==> src/rtl/max_stream_sched_pkg.sv <==
// Shared definitions for the frame max-reduction controller.
// Contents: controller state encoding, default widths, the split point of the
// approximate max unit, and a saturating-increment helper for counters.
package max_pkg;

  typedef enum logic [1:0] {
    IDLE = 2'd0,
    ACC  = 2'd1,
    HOLD = 2'd2
  } state_t;

  localparam int DEF_WIDTH = 5;
  localparam int DEF_CNT_W = 8;

  // The approximate unit only compares bits above this many LSBs; the low
  // bits of equal-high operands are merged instead of compared.
  localparam int APPROX_LO_W = 2;

  // Increment that sticks at vmax instead of wrapping.
  function automatic logic [31:0] sat_inc(input logic [31:0] v, input logic [31:0] vmax);
    return (v >= vmax) ? vmax : v + 32'd1;
  endfunction

endpackage

==> src/rtl/max_stream_sched_if.sv <==
// Operand/result bundle of max_stream_sched.
// Ports: operand stream (in_valid/in_ready/in_data/in_last) and frame result
// stream (out_valid/out_ready/out_max/out_idx/out_len/out_ovf).
// slave = the reduction block, master = the source/consumer side.
interface max_stream_sched_if #(
  parameter int WIDTH = 5,
  parameter int CNT_W = 8
);
  logic             in_valid;
  logic             in_ready;
  logic [WIDTH-1:0] in_data;
  logic             in_last;
  logic             out_valid;
  logic             out_ready;
  logic [WIDTH-1:0] out_max;
  logic [CNT_W-1:0] out_idx;
  logic [CNT_W-1:0] out_len;
  logic             out_ovf;

  modport slave (
    input  in_valid, in_data, in_last, out_ready,
    output in_ready, out_valid, out_max, out_idx, out_len, out_ovf
  );

  modport master (
    output in_valid, in_data, in_last, out_ready,
    input  in_ready, out_valid, out_max, out_idx, out_len, out_ovf
  );
endinterface

==> src/rtl/max_stream_sched_max_unit.sv <==
// Two-operand max unit, exact comparator or approximate partitioned netlist.
// Ports: a, b (WIDTH-bit operands) -> y (WIDTH-bit result); purely combinational.
// The approximate form compares only the high bits and ORs the low bits on a tie.
module max_unit
  import max_pkg::*;
#(
  parameter int WIDTH  = DEF_WIDTH,
  parameter int APPROX = 0
) (
  input  logic [WIDTH-1:0] a,
  input  logic [WIDTH-1:0] b,
  output logic [WIDTH-1:0] y
);

  generate
    if (APPROX == 0) begin : g_exact
      assign y = (a >= b) ? a : b;
    end else begin : g_approx
      localparam int HI_W = WIDTH - APPROX_LO_W;
      logic [HI_W-1:0]        a_hi, b_hi;
      logic [APPROX_LO_W-1:0] a_lo, b_lo;

      assign a_hi = a[WIDTH-1:APPROX_LO_W];
      assign b_hi = b[WIDTH-1:APPROX_LO_W];
      assign a_lo = a[APPROX_LO_W-1:0];
      assign b_lo = b[APPROX_LO_W-1:0];

      // High partition decides; equal highs yield a merged value that need not
      // equal either operand.
      assign y = (a_hi > b_hi) ? a :
                 (b_hi > a_hi) ? b : {a_hi, a_lo | b_lo};
    end
  endgenerate

endmodule

==> src/rtl/max_stream_sched.sv <==
// Frame max-reduction controller sharing one max unit across an operand stream.
// Ports: clk, rst (sync, active-high), bus (slave modport: operand in, result out).
// One operand per cycle; result valid the cycle after in_last; in_ready=0 while a result waits.
module max_stream_sched
  import max_pkg::*;
#(
  parameter int WIDTH  = DEF_WIDTH,
  parameter int CNT_W  = DEF_CNT_W,
  parameter int APPROX = 0
) (
  input  logic            clk,
  input  logic            rst,
  max_stream_sched_if.slave bus
);

  localparam logic [31:0] CNT_MAX = 32'((64'd1 << CNT_W) - 64'd1);

  state_t           state, state_n;
  logic [WIDTH-1:0] acc, acc_n;
  logic [CNT_W-1:0] idx, idx_n;
  logic [CNT_W-1:0] cnt, cnt_n;
  logic             ovf, ovf_n;
  logic [WIDTH-1:0] m;
  logic             xfer;
  logic             load_out;

  logic [WIDTH-1:0] out_max_q;
  logic [CNT_W-1:0] out_idx_q;
  logic [CNT_W-1:0] out_len_q;
  logic             out_ovf_q;

  max_unit #(.WIDTH(WIDTH), .APPROX(APPROX)) u_max (
    .a (acc),
    .b (bus.in_data),
    .y (m)
  );

  // in_ready depends on state only, never on out_ready.
  assign bus.in_ready  = (state != HOLD);
  assign bus.out_valid = (state == HOLD);
  assign xfer          = bus.in_valid && (state != HOLD);

  always_comb begin
    state_n = state;
    acc_n   = acc;
    idx_n   = idx;
    cnt_n   = cnt;
    ovf_n   = ovf;
    unique case (state)
      IDLE: begin
        if (xfer) begin
          acc_n   = bus.in_data;
          idx_n   = '0;
          cnt_n   = CNT_W'(1);
          ovf_n   = 1'b0;
          state_n = bus.in_last ? HOLD : ACC;
        end
      end
      ACC: begin
        if (xfer) begin
          acc_n = m;
          // Only a strict change that came from the new operand moves the
          // index, so ties keep the earliest position.
          if ((m != acc) && (m == bus.in_data)) idx_n = cnt;
          cnt_n = CNT_W'(sat_inc(32'(cnt), CNT_MAX));
          if (32'(cnt) == CNT_MAX) ovf_n = 1'b1;
          if (bus.in_last) state_n = HOLD;
        end
      end
      HOLD: begin
        if (bus.out_ready) state_n = IDLE;
      end
      default: state_n = IDLE;
    endcase
  end

  // Result registers are loaded on HOLD entry so they keep the last frame's
  // values after handoff while the next frame is being accumulated.
  assign load_out = (state != HOLD) && (state_n == HOLD);

  always_ff @(posedge clk) begin
    if (rst) begin
      state     <= IDLE;
      acc       <= '0;
      idx       <= '0;
      cnt       <= '0;
      ovf       <= 1'b0;
      out_max_q <= '0;
      out_idx_q <= '0;
      out_len_q <= '0;
      out_ovf_q <= 1'b0;
    end else begin
      state <= state_n;
      acc   <= acc_n;
      idx   <= idx_n;
      cnt   <= cnt_n;
      ovf   <= ovf_n;
      if (load_out) begin
        out_max_q <= acc_n;
        out_idx_q <= idx_n;
        out_len_q <= cnt_n;
        out_ovf_q <= ovf_n;
      end
    end
  end

  assign bus.out_max = out_max_q;
  assign bus.out_idx = out_idx_q;
  assign bus.out_len = out_len_q;
  assign bus.out_ovf = out_ovf_q;

endmodule
==> src/flat_wrapper.sv <==
// flat-port wrapper written by rule: the top's interface ports become plain ports
module max_stream_sched_flat import max_pkg::*;
#(
  parameter int WIDTH  = DEF_WIDTH,
  parameter int CNT_W  = DEF_CNT_W,
  parameter int APPROX = 0
)
  (clk, rst, bus_in_valid, bus_in_data, bus_in_last, bus_out_ready, bus_in_ready, bus_out_valid, bus_out_max, bus_out_idx, bus_out_len, bus_out_ovf);
  max_stream_sched_if #(.WIDTH(WIDTH), .CNT_W(CNT_W)) bus_i ();
  input  logic clk;
  input  logic rst;
  input wire logic [$bits(bus_i.in_valid)-1:0] bus_in_valid;
  input wire logic [$bits(bus_i.in_data)-1:0] bus_in_data;
  input wire logic [$bits(bus_i.in_last)-1:0] bus_in_last;
  input wire logic [$bits(bus_i.out_ready)-1:0] bus_out_ready;
  output wire logic [$bits(bus_i.in_ready)-1:0] bus_in_ready;
  output wire logic [$bits(bus_i.out_valid)-1:0] bus_out_valid;
  output wire logic [$bits(bus_i.out_max)-1:0] bus_out_max;
  output wire logic [$bits(bus_i.out_idx)-1:0] bus_out_idx;
  output wire logic [$bits(bus_i.out_len)-1:0] bus_out_len;
  output wire logic [$bits(bus_i.out_ovf)-1:0] bus_out_ovf;
  assign bus_i.in_valid = bus_in_valid;
  assign bus_i.in_data = bus_in_data;
  assign bus_i.in_last = bus_in_last;
  assign bus_i.out_ready = bus_out_ready;
  assign bus_in_ready = bus_i.in_ready;
  assign bus_out_valid = bus_i.out_valid;
  assign bus_out_max = bus_i.out_max;
  assign bus_out_idx = bus_i.out_idx;
  assign bus_out_len = bus_i.out_len;
  assign bus_out_ovf = bus_i.out_ovf;
  max_stream_sched #(.WIDTH(WIDTH), .CNT_W(CNT_W), .APPROX(APPROX)) u_core (.clk(clk), .rst(rst), .bus(bus_i));
endmodule
==> config.mk <==
export PLATFORM = sky130hd
export DESIGN_NAME = max_stream_sched_flat
export DESIGN_NICKNAME = d
export VERILOG_FILES = /design/src/rtl/max_stream_sched_pkg.sv /design/src/rtl/max_stream_sched_if.sv /design/src/rtl/max_stream_sched_max_unit.sv /design/src/rtl/max_stream_sched.sv /design/src/flat_wrapper.sv
export SDC_FILE = /design/constraint.sdc
export NUM_CORES = 1
export LEC_CHECK = 0
export ABC_CLOCK_PERIOD_IN_PS = 3400
export CAP_MARGIN = 25
export CORE_UTILIZATION = 54
export CTS_CLUSTER_DIAMETER = 200
export CTS_CLUSTER_SIZE = 30
export DETAILED_ROUTE_END_ITERATION = 16
export PLACE_DENSITY = 0.86
export SLEW_MARGIN = 15
export SYNTH_ARGS = -nofsm -noshare
export SYNTH_HDL_FRONTEND = slang
export SYNTH_HIERARCHICAL = 1
export SYNTH_SLANG_ARGS = --single-unit
==> constraint.sdc <==
create_clock -name clk -period 3.4 [get_ports clk]
set_clock_uncertainty 0.1 [all_clocks]
set_input_delay 0.68 -clock clk [delete_from_list [all_inputs] [get_ports clk]]
set_output_delay 0.68 -clock clk [all_outputs]
set_load 0.01 [all_outputs]
==> results of run 1 <==
cells by family after synthesis:
group           count (synthesis)
flops                          46
buf+inv                        21
mux                            20
compound gates                 67
xor+xnor                       10
fa+ha+maj                       6
simple gates                   98
layout make-up:
| type | count | area [µm²] | area share |
|---|---|---|---|
| Inverter | 6 | 22.5 | 0.00716 |
| Clock buffer | 8 | 110 | 0.0350 |
| Sequential cell | 46 | 921 | 0.293 |
| Tap cell | 50 | 62.6 | 0.0199 |
| Timing Repair Buffer | 64 | 588 | 0.187 |
| Multi-Input combinational cell | 201 | 1440 | 0.458 |
path summary, 6_finish.rpt:
check	slack (ps)	endpoint	cells after the start	startpoint
max	-10	u_core/bus.out_idx[0]$_SDFFE_PP0P_	14	bus_in_data[2]
min	360	u_core/bus.out_len[6]$_SDFFE_PP0P_	2	u_core/bus.out_len[6]$_SDFFE_PP0P_
max reg2reg	310	u_core/bus.out_idx[0]$_SDFFE_PP0P_	12	u_core/acc[4]$_SDFF_PP0_
min reg2reg	360	u_core/bus.out_len[6]$_SDFFE_PP0P_	2	u_core/bus.out_len[6]$_SDFFE_PP0P_
registers in the layout, summed over array words and instances (netlist names):
| register | flops |
|---|---|
| u_core/bus.out_len | 8 |
| u_core/acc | 5 |
| u_core/bus.out_ovf | 1 |
| u_core/idx | 8 |
| u_core/ovf | 1 |
| u_core/bus.out_idx | 8 |
| u_core/state | 2 |
| u_core/cnt | 8 |
| u_core/bus.out_max | 5 |
what timing repair did:
| item | CTS | global route |
|---|---|---|
| gates resized for setup | 6 | 17 |
| setup endpoints to repair | 8 | 16 |
| pin swaps | 8 | 8 |
| buffers inserted | 5 | 6 |
stage by stage:
stage / hold slack, ps / setup TNS, ps / cell area, µm² / power, µW
6_report: 362 / -13.0 / 3150 / 1300
3_5_place_dp: 348 / -4680 / 2830 / 858
2_1_floorplan: 328 / 0 / 2350 / 754
5_1_grt: 388 / -192 / 3150 / 1360
3_3_place_gp: 343 / -2810 / 2830 / 848
4_1_cts: 365 / 0 / 3010 / 1250
layout by cell type, fill, tap and decap left out, types with 5 or more instances in the layout:
cell              n
nor2_1           41
a21oi_1          14
clkdlybuf4s50_1  31
nand2b_1          5
o21ai_0           6
dfxtp_1          46
buf_4            28
nor3_1            7
a21boi_0          5
nand2_1          16
nor2b_1          11
o211ai_1          7
a211oi_1         17
clkbuf_8          8
mux2i_1          17
metal layers:
layer,part of all wire,GRT usage
met5,0,0
met4,0.030,0.104
met1,0.41,0.349
met2,0.49,0.467
met3,0.073,0.0717
critical path, delay by kind of cell:
family,cells,cell delay [ps]
buffers and inverters,5,1060
AOI/OAI and AO/OA,4,730
muxes,1,300
adders and majority gates,1,270
and+or+nand+nor,2,230
xor gates and xnor gates,1,190
power breakdown:
part	leakage (µW)	total [µW]	internal, µW	switching, µW
sequential	0.000375	578	558	19.9
clock	0.0000575	384	205	179
combinational	0.000785	334	161	173
total	0.00122	1300	924	372
==> results.py, run 1 <==
metrics = {
    "sta": {
        "period_share": 1.00,
        "max_freq_mhz": 293,
        "setup_viol": 1,
        "finalHoldViolCount": 0,
        "finalCriticalPeriod_ps": 3410,
        "worst_slack_ps": -13.0,
        "tightest_slew_ps": 464,
        "slew_violations": 0,
        "slew_headroom": 0.690,
    },
    "clocking": {
        "insertion_delay_ps": 300,
        "ctsHoldBuffers": 0,
        "clk_pin_slew_worst_paths_ps": 80,
        "h-tree-depth": 2,
        "cts_sinks": 46,
        "root_buffer": "clkbuf_8",
        "clock_path_buffers": 2,
        "numCtsBuffers": 5,
        "tritoncts": "done",
    },
    "synth": {
        "yosysTopAreaCell": "dfxtp_1",
        "synth_compound_gate_area_share": 0.209,
        "synth_cells": 268,
        "synthXorXnorAreaFrac": 0.0405,
        "synth_top_family_by_area": "compound AO/OA/AOI/OAI gates",
        "synth_ff_type": "dfxtp_1",
        "synth_nets": 284,
        "synth-simple-area-share": 0.203,
        "syn_area_um2": 2350,
        "seq_area_frac_synth": 0.392,
        "synth_largest_type_area_fraction": 0.392,
        "postSynth.asyncResetShare": 0,
        "postSynthAreaPerCell_um2": 8.76,
        "yosys-top-cells-area": "dfxtp_1 39%, mux2i_1 8.1%, nor2_1 6.6%",
        "synthTopCellsByCount": "46 x dfxtp_1, 41 x nor2_1, 19 x a211oi_1, 19 x mux2i_1, 17 x nand2_1",
        "synthMuxAreaShare": 0.0858,
        "synth.most_common_cell": "dfxtp_1",
        "netlist-cell-type-count": 43,
        "yosys_register_bits": 46,
        "synth-edff-count": 0,
        "yosysWarnings": 6,
        "synthAdderAreaFrac": 0.0320,
    },
    "worst_setup_path": {
        "cp_common_cell": "buf_4",
        "critPathKind": "primary input to register",
        "cpPeakStageDelay_ps": 500,
        "endpoint_kind": "register",
        "cp_data_required_time_ps": 3460,
        "crit_slowest_cell": "clkdlybuf4s50_1",
        "crit_chain": "clkdlybuf4s50_1 > inv_2 > ha_4 > nand2_2 > buf_4 > o2111ai_1 > o211ai_1 > buf_4 > xnor2_2 > nand3_1 > o2111ai_4 > buf_12 > mux2i_1 > a211oi_1",
        "worstPathArrival_ps": 3480,
        "cp_max_fo": 8,
        "cp-start-kind": "primary input",
    },
    "global_route": {
        "grt_pass1_vias": 2113,
        "antenna_found_initial": 0,
        "grt_overflow": 0,
        "grt_pass1_wl_mm": 9.64,
        "grt_max_degree": 39,
        "globalRouteTotalUtil": 0.282,
    },
    "routing": {
        "vias_per_cell": 6.08,
        "wirelength_mm": 6.35,
        "ant_nets": 0,
        "drc": 0,
        "vias": 2279,
        "wl_per_cell_um": 16.9,
        "initialDrtViolationCount": 174,
        "dr.pass1.iters": 5,
    },
    "placement": {
        "port_buffers": 33,
        "pre_cts_ws_ps": -382,
        "gp_congestion": 0.864,
        "dp_hpwl_mm": 3.76,
        "dp.cells": 356,
    },
    "floorplan": {
        "core_um2": 4090,
        "row_count": 23,
        "dieArea_um2": 4610,
        "die_h_um": 67.9,
        "initial_utilization": 0.574,
        "dieWidth_um": 67.9,
        "ioPinCount": 34,
    },
    "power_and_ir_drop": {
        "powerDensity_nw_per_um2": 412,
        "p_leak_uw": 0.00122,
        "vdd_drop_max_mv": 0.253,
    },
    "final_layout": {
        "n_antenna_cell": 0,
        "fin_util": 0.770,
        "fillCellCount": 296,
        "areaGrowthSynthToFinish_pct": 34.1,
        "finalNetCount": 340,
        "finalNonFillerCells": 375,
        "drive_above_1_share": 0.194,
    },
    "run_status": {
        "violations": "setup timing",
        "status": "finished, violations left",
    },
    "worst_hold_path": {
        "hold_path_class": "register to register",
    },
    "flow_run": {
        "cap_violations": 0,
    },
}
(Power assumes the default switching activity.)
==> run 2, diff against run 1 <==
--- a/config.mk
+++ b/config.mk
@@ -11,6 +11,7 @@
 export CTS_CLUSTER_DIAMETER = 200
 export CTS_CLUSTER_SIZE = 30
 export DETAILED_ROUTE_END_ITERATION = 16
+export HOLD_SLACK_MARGIN = 0.12
 export PLACE_DENSITY = 0.86
 export SLEW_MARGIN = 15
 export SYNTH_ARGS = -nofsm -noshare
==> results of run 2 <==
No change in the layout: final DEF, timing and power equal those of run 1.
